`config.mk`:
```
export PLATFORM = sky130hd
export DESIGN_NAME = entropy_sampler
export DESIGN_NICKNAME = d
export VERILOG_FILES = /design/src/rtl/entropy_sampler.sv
export SDC_FILE = /design/constraint.sdc
export NUM_CORES = 1
export LEC_CHECK = 0
export ABC_AREA = 1
export CAP_MARGIN = 20
export CORE_ASPECT_RATIO = 1.1
export CORE_MARGIN = 2
export CORE_UTILIZATION = 58
export DETAILED_ROUTE_END_ITERATION = 10
export GPL_TIMING_DRIVEN = 1
export PLACE_DENSITY = 0.84
export SLEW_MARGIN = 40
export SYNTH_ARGS = -nofsm -noshare
export SYNTH_HDL_FRONTEND = slang
export SYNTH_SLANG_ARGS = --single-unit
```
`constraint.sdc`:
```
create_clock -name d_clk -period 3.5 [get_ports d_clk]
set_clock_uncertainty 0.2 [all_clocks]
set_input_delay 0.35 -clock d_clk [delete_from_list [all_inputs] [get_ports d_clk]]
set_output_delay 0.35 -clock d_clk [all_outputs]
set_load 0.02 [all_outputs]
```
`src/rtl/entropy_sampler.sv`:
```
// -----------------------------------------------------------------------------
// entropy_sampler
//
// Samples a raw asynchronous entropy bit at a programmable interval. Each
// sampled bit can optionally pass through a von Neumann debiaser. The
// accepted bits are packed into WIDTH-bit words, and each word is offered
// on a valid/ready output. Sampling never stalls. A word that completes
// while the previous word is still pending is dropped, and the sticky
// overrun flag ovf records the loss.
//
// Parameters
//   WIDTH      output word width in bits (2..64)
//   DIV_W      width of the sample-interval divider input
//
// Ports
//   d_clk      clock; all state updates on its rising edge
//   d_rst      synchronous active-high reset
//   d_input    raw asynchronous entropy bit
//   en         sampling enable
//   vn_en      1 = von Neumann debias mode, 0 = raw bits
//   div        sample interval; a tick occurs every div+1 enabled cycles
//   out_ready  consumer accepts out_data this cycle
//   out_data   assembled random word, registered; first bit lands in MSB
//   out_valid  out_data holds an unconsumed word
//   ovf        sticky overrun flag; at least one word was dropped
// -----------------------------------------------------------------------------
module entropy_sampler #(
    parameter int WIDTH = 32,
    parameter int DIV_W = 8
) (
    input  logic             d_clk,
    input  logic             d_rst,
    input  logic             d_input,
    input  logic             en,
    input  logic             vn_en,
    input  logic [DIV_W-1:0] div,
    input  logic             out_ready,
    output logic [WIDTH-1:0] out_data,
    output logic             out_valid,
    output logic             ovf
);

    localparam int BCNT_W = $clog2(WIDTH + 1);

    logic              s1;
    logic              s2;
    logic [DIV_W-1:0]  cnt;
    logic              pair_pend;
    logic              pair_bit;
    logic              vn_last;
    // Only the low WIDTH-1 bits of the shift register ever reach a word.
    // The top bit would be shifted out unused, so it is not stored.
    logic [WIDTH-2:0]  sr;
    logic [BCNT_W-1:0] bcnt;

    logic              tick;
    logic              pend_live;
    logic              accept;
    logic              acc_bit;
    logic              complete;
    logic              consume;
    logic [WIDTH-1:0]  word;

    // A pending first-of-pair counts only if sampling stays enabled and the
    // mode did not change on this edge. In any other case, the current
    // tick starts a fresh pair.
    always_comb begin
        tick      = en && (cnt >= div);
        pend_live = pair_pend && en && (vn_en == vn_last);
        accept    = 1'b0;
        acc_bit   = s2;
        if (tick) begin
            if (!vn_en) begin
                accept = 1'b1;
            end else if (pend_live) begin
                accept  = (pair_bit != s2);
                acc_bit = pair_bit;
            end
        end
    end

    assign complete = accept && (bcnt == BCNT_W'(WIDTH - 1));
    assign word     = {sr, acc_bit};
    assign consume  = out_valid && out_ready;

    // Two-flop synchronizer for the asynchronous entropy source.
    always_ff @(posedge d_clk) begin
        if (d_rst) begin
            s1 <= 1'b0;
            s2 <= 1'b0;
        end else begin
            s1 <= d_input;
            s2 <= s1;
        end
    end

    // Sample-interval divider. It only runs while enabled. Changing div
    // takes effect on the next compare and does not restart the count.
    always_ff @(posedge d_clk) begin
        if (d_rst) begin
            cnt <= '0;
        end else if (!en || tick) begin
            cnt <= '0;
        end else begin
            cnt <= cnt + DIV_W'(1);
        end
    end

    // Von Neumann pairing state. vn_last is used to detect a mode change.
    always_ff @(posedge d_clk) begin
        if (d_rst) begin
            pair_pend <= 1'b0;
            pair_bit  <= 1'b0;
            vn_last   <= 1'b0;
        end else begin
            vn_last <= vn_en;
            if (tick && vn_en) begin
                if (pend_live) begin
                    pair_pend <= 1'b0;
                end else begin
                    pair_pend <= 1'b1;
                    pair_bit  <= s2;
                end
            end else if (!en || (vn_en != vn_last)) begin
                pair_pend <= 1'b0;
            end
        end
    end

    // Word assembly. The shift register and bit counter are naturally
    // frozen while en=0, because no bit can be accepted then.
    always_ff @(posedge d_clk) begin
        if (d_rst) begin
            sr   <= '0;
            bcnt <= '0;
        end else if (accept) begin
            sr   <= word[WIDTH-2:0];
            bcnt <= complete ? '0 : bcnt + BCNT_W'(1);
        end
    end

    // Output handshake. A completed word replaces the current one only if
    // the slot is empty or is being consumed on the same edge. Otherwise
    // the new word is dropped and the overrun is recorded.
    always_ff @(posedge d_clk) begin
        if (d_rst) begin
            out_data  <= '0;
            out_valid <= 1'b0;
            ovf       <= 1'b0;
        end else if (complete) begin
            if (!out_valid || out_ready) begin
                out_data  <= word;
                out_valid <= 1'b1;
            end else begin
                ovf <= 1'b1;
            end
        end else if (consume) begin
            out_valid <= 1'b0;
        end
    end

endmodule

```
==> results of run 1 <==
## sequential cells by signal (all words and copies together), names as in the netlist
signal,cells
bcnt,6
s2,1
pair_bit,1
pair_pend,1
vn_last,1
cnt,8
out_data,32
ovf,1
s1,1
out_valid,1
sr,31
## final timing paths
path	slack, ns	from	end	cells past startpoint
hold / removal	0.23	s1$_SDFF_PP0_	s2$_SDFF_PP0_	2
setup reg to reg	1.20	cnt[0]$_SDFF_PP0_	out_data[28]$_SDFFE_PP0P_	14
hold reg to reg	0.23	s1$_SDFF_PP0_	s2$_SDFF_PP0_	2
setup / recovery	1.09	div[3]	out_data[28]$_SDFFE_PP0P_	15
## layout make-up
| type | count | area [um^2] |
|---|---|---|
| clock buffers | 10 | 127.6 |
| clock inverters | 6 | 87.58 |
| fillers | 478 | 1624 |
| inverters | 63 | 236.5 |
| multi-input cells | 300 | 1434 |
| flip-flops and latches | 84 | 1682 |
| well taps | 77 | 96.34 |
| repair buffers | 50 | 518.0 |
## logic make-up (layout without fill, tap and decap cells)
| logic type | count (synthesis) | after routing | share of synthesized area (%) |
|---|---|---|---|
| compound gates | 84 | 84 | 12.53 |
| xor+xnor | 5 | 5 | 1.257 |
| fa+ha+maj | 10 | 10 | 3.591 |
| buf+inv | 84 | 129 | 10.59 |
| flops | 84 | 84 | 48.26 |
| simple gates | 201 | 201 | 23.77 |
## metal layers
layer	wire length (um)	part of all wire [%]
met5	0	0
met4	161	2.5
met3	240	3.7
met2	3265	50
met1	2838	44
## critical path, stage by stage
cell             delay [ns]
clkdlybuf4s50_1        0.45
inv_1                  0.04
ha_1                   0.28
nand2_1                0.06
nor2_1                 0.10
nor2_1                 0.04
nand2_1                0.05
nand2_1                0.06
nand2_1                0.14
nand4_4                0.16
nor2_8                 0.23
buf_12                 0.25
nand2_1                0.09
nand2_1                0.07
nor2_1                 0.05
## metrics by stage
| step | power (mW) | instance area (um^2) |
|---|---|---|
| after detailed placement | 1.055 | 3966 |
| after CTS | 1.792 | 4182 |
| final | 1.782 | 4182 |
| after floorplan | 1.029 | 3485 |
| after global routing | 1.841 | 4182 |
| after global placement | 1.052 | 3966 |
## cells in the final DEF (no fill, tap or decap), types with 3 or more instances in the layout
cell type        count
a21oi_1             44
clkbuf_8             9
clkdlybuf4s50_1     47
dfxtp_1             84
ha_1                10
inv_1               62
nand2_1            100
nand3_1              4
nor2_1              84
o21ai_0             36
xor2_1               3
## where the power goes
group / internal [mW] / switching (mW)
registers: 0.959 / 0.00240
logic: 0.0302 / 0.0409
clock network: 0.403 / 0.346
total: 1.39 / 0.390
==> results.toml, run 1 <==
[status]
outcome = "finished clean"

[clocking]
hold_buffers = 0
clockRootBuffer = "clkbuf_8"
cts_tree = "yes"
insertion_delay_ns = 0.35
post_cts_resized = 0
post_cts_buffers = 0
cts_max_level = 3
clkSinkCount = 84
cts_buffers = 9
clk_path_buf_depth = 2
cts.clk_slew.worst_paths_ns = 0.08

[drt]
wl_per_cell_um = 11.03
num_vias = 2933
drc_errors = 0
drtAntennaViolNets = 0
routed_via_density = 4.971
drt_iter0_markers = 214
wl_mm = 6.505
firstDrtPassIters = 4

[synth]
ys_seq_area_share_pct = 48.26
synth.most_common_cell = "nand2_1"
synth_top_area_cell = "dfxtp_1"
syn-instance-count = 468
synth_area_leaders = "dfxtp_1 48%, nand2_1 11%, nor2_1 9.0%, inv_1 6.8%, a21oi_1 6.3%"
syn-num-nets = 492
synth_warnings = 0
synthTopCellsByCount = "100 x nand2_1, 84 x dfxtp_1, 84 x nor2_1, 63 x inv_1, 44 x a21oi_1"
synth_area_per_cell_um2 = 7.446
synth_flop_cell = "dfxtp_1"
ys_seq_elements = 84
synth_top_area_share_pct = 48.26
yosysUniqueCellTypes = 25
netlist_area_um2 = 3485
ys_async_sr_fraction_pct = 0
synth_edf_count = 0

[die]
dieHeight_um = 85.30
start_util_pct = 60.02
io_pins = 48
core_um2 = 5806
die_area_um2 = 6645
rows = 29
die_w_um = 77.91

[setup_path]
crit_type = "primary input to flop"
critPathMaxFanout = 50
crit_path_end_kind = "flop"
critPathArrivalTime_ns = 2.45
crit_required_ns = 3.55
start_kind = "primary input"

[timing]
rsz0062_at_grt = "false"
max_freq_mhz = 415.7
slew_headroom_pct = 64.70
period_minus_slack_ns = 2.405
period_share_pct = 68.73
fin_tns_setup_ns = 0
hold_violations = 0
slew_viol_final = 0
setup_viol = 0
worst_pin_slew_ns = 0.5275
setup_ws_ns = 1.095
worst_hold_slack_ns = 0.2320

[global_routing]
grt_pass1_wl_mm = 10.87
track_usage_pct = 20.30
grt_pass1_vias = 2703
grt_use_met2_pct = 37.38
grt.busiest_layer = "met2"
grt_max_degree = 72
grt_use_met3_pct = 5.213
antenna_found_initial = 0
met1_usage_pct = 21.36
grt_overflow = 0

[placed_design]
dp_cells = 574
dpl_worst_slack_ns = 0.7288
numPortBuffers = 47
gp_congestion = 0.7764
hpwl_mm = 4.265

[final_layout]
antenna_cells = 0
syn_to_final_growth_pct = 20.00
drive_gt1_share_pct = 5.263
stdcell_count = 590
utilization_pct = 72.03
layout.nets = 532

[job]
maxCapViolCount = 0

[power]
irDropWorstVdd_mv = 0.3290
p_per_area_nw_per_um2 = 426.1
p_leak_nw = 1.679

[hold_path]
hold_path_class = "flop to flop"
Note: power is estimated with default switching activity, not from simulation.
==> run 2, diff against run 1 <==
--- a/config.mk
+++ b/config.mk
@@ -9,10 +9,10 @@
 export CAP_MARGIN = 20
 export CORE_ASPECT_RATIO = 1.1
 export CORE_MARGIN = 2
-export CORE_UTILIZATION = 58
+export CORE_UTILIZATION = 49
 export DETAILED_ROUTE_END_ITERATION = 10
 export GPL_TIMING_DRIVEN = 1
-export PLACE_DENSITY = 0.84
+export PLACE_DENSITY = 0.75
 export SLEW_MARGIN = 40
 export SYNTH_ARGS = -nofsm -noshare
 export SYNTH_HDL_FRONTEND = slang
==> constraint.sdc (replaced) <==
create_clock -name d_clk -period 2.1 [get_ports d_clk]
set_clock_uncertainty 0.2 [all_clocks]
set_input_delay 0.21 -clock d_clk [delete_from_list [all_inputs] [get_ports d_clk]]
set_output_delay 0.21 -clock d_clk [all_outputs]
set_load 0.02 [all_outputs]
==> results.toml, run 2 (synthesized netlist as in run 1, its figures left out) <==
[setup_path]
crit_type = "primary input to flop"
start_kind = "primary input"
path_common_cell = "nand2_1"
cp-startpoint = "div[2]"
r2r_start = "cnt[0]$_SDFF_PP0_"
crit_required_ns = 2.16
worstPathCellList = "clkdlybuf4s50_1 > inv_1 > ha_1 > nand2_2 > nor2_2 > nor2_1 > nand2_1 > nand2_2 > nand2_4 > nand4_4 > nor2_8 > buf_12 > buf_12 > nand2_1 > nand2_1 > nor2_1"
critPathTopFamily = "simple AND/OR/NAND/NOR gates"
critPathMaxFanout = 7
critPathArrivalTime_ns = 2.15
crit_path_end_kind = "flop"
cp_slowest_cell = "clkdlybuf4s50_1"
cpPeakStageDelay_ns = 0.46
crit_buf_inv = 4
r2r_slack_ns = 0.02

[drt]
wl_mm = 6.784
firstDrtPassIters = 5
drt_iter0_markers = 159
num_vias = 2914
drc_errors = 0
drtAntennaViolNets = 0
wl_per_cell_um = 10.94
routed_via_density = 4.700

[timing]
hold_violations = 0
slew_headroom_pct = 60.26
period_minus_slack_ns = 2.088
rsz0062_at_grt = "true"
setup_viol = 0
period_share_pct = 99.45
fin_tns_setup_ns = 0
max_freq_mhz = 478.8
worst_pin_slew_ns = 0.5939
slew_viol_final = 0

[die]
io_pins = 48
core_um2 = 6967
die_area_um2 = 7803
die_w_um = 84.41
dieHeight_um = 92.45
rows = 32
start_util_pct = 50.02

[placed_design]
gp_congestion = 0.7579
numPortBuffers = 47
hpwl_mm = 4.267
place_area_um2 = 4116

[final_layout]
antenna_cells = 0
largestRegisters = "out_data x32, sr x31, cnt x8"
top_register = "out_data"
drive_gt1_share_pct = 15.33
largest_register_ffs = 32
utilization_pct = 67.01
fin_area_um2 = 4668
syn_to_final_growth_pct = 33.97
final_cell_mix = "82 x nor2_1, 81 x nand2_1, 81 x dfxtp_1"
layout.nets = 554
final_common_cell = "nor2_1"

[global_routing]
track_usage_pct = 17.04
grt_pass1_vias = 2699
grt_pass1_wl_mm = 10.94
grt_overflow = 0
grt_max_degree = 66
antenna_found_initial = 0

[clocking]
cts_max_level = 3
hold_buffers = 0
clkSinkCount = 84
insertion_delay_ns = 0.36
clockRootBuffer = "clkbuf_8"
clk_path_buf_depth = 2
cts.clk_slew.worst_paths_ns = 0.08
cts_buffers = 9
cts_tree = "yes"

[status]
outcome = "finished clean"

[power]
p_per_area_nw_per_um2 = 647.7
irDropWorstVdd_mv = 0.5968
p_leak_nw = 1.868

[hold_path]
worstHoldStart = "d_input"
hold_path_class = "primary input to flop"

[job]
maxCapViolCount = 0
run 2: cell count changes in the layout (fill, tap and decap cells not counted), moves of 4 or more:
cell / change
buf_12: +5
buf_4: +11
clkbuf_16: +5
ha_1: -4
ha_4: +4
nand2_1: -19
nand2_2: +14
nand2_4: +5
run 2: worst paths after layout:
path | endpoint | depth (start not counted)
worst max-delay path | out_data[8]$_SDFFE_PP0P_ | 16
worst min-delay path | s1$_SDFF_PP0_ | 3
worst max register to register | out_data[8]$_SDFFE_PP0P_ | 15
worst min register to register | s2$_SDFF_PP0_ | 2
run 2: metrics by stage:
step | hold WS (ns) | cells | power (mW) | setup WS (ns)
detailed placement | 0.2070 | 594 | 1.770 | -0.3892
global route | 0.1947 | 620 | 3.124 | -0.09375
global placement | 0.1960 | 594 | 1.766 | -0.3411
CTS | 0.1564 | 610 | 3.039 | 0.001448
finish | 0.1677 | 620 | 3.024 | 0.01155
floorplan | 0.1170 | 468 | 1.715 | 0.1635
run 2: worst min-delay path, delay by kind of cell:
kind	cells	cell delay (ns)
buffers and inverters	2	0.44
and+or+nand+nor	1	0.04
run 2: per-layer routing:
layer	part of all wire (%)	up-vias	GRT usage [%]
li1	-	1573	-
met1	47	1288	20.02
met2	48	43	28.31
met3	3.6	10	3.922
met4	2.1	0	10.19
met5	0	-	0
run 2: final cells by class:
class	instances	area, um^2
Clock buffer	10	137.6
Fill cell	592	2298
Sequential cell	84	1685
Timing Repair Buffer	72	839.6
Tap cell	85	106.4
Inverter	63	236.5
Multi-Input combinational cell	300	1577
Clock inverter	6	86.33
run 2: repair_timing:
action                                  in CTS  in global routing
pin swaps                                    0                 25
buffers inserted                             0                  4
endpoints found under the hold margin        0                  0
gates resized for setup                      1                 38
gates cloned                                 0                  6
endpoints found under the setup margin       5                 71
run 2: power by group:
group          internal (mW)  switching, mW
registers               1.60        0.00432
clock network          0.702          0.577
logic                 0.0663         0.0767
total                   2.37          0.658
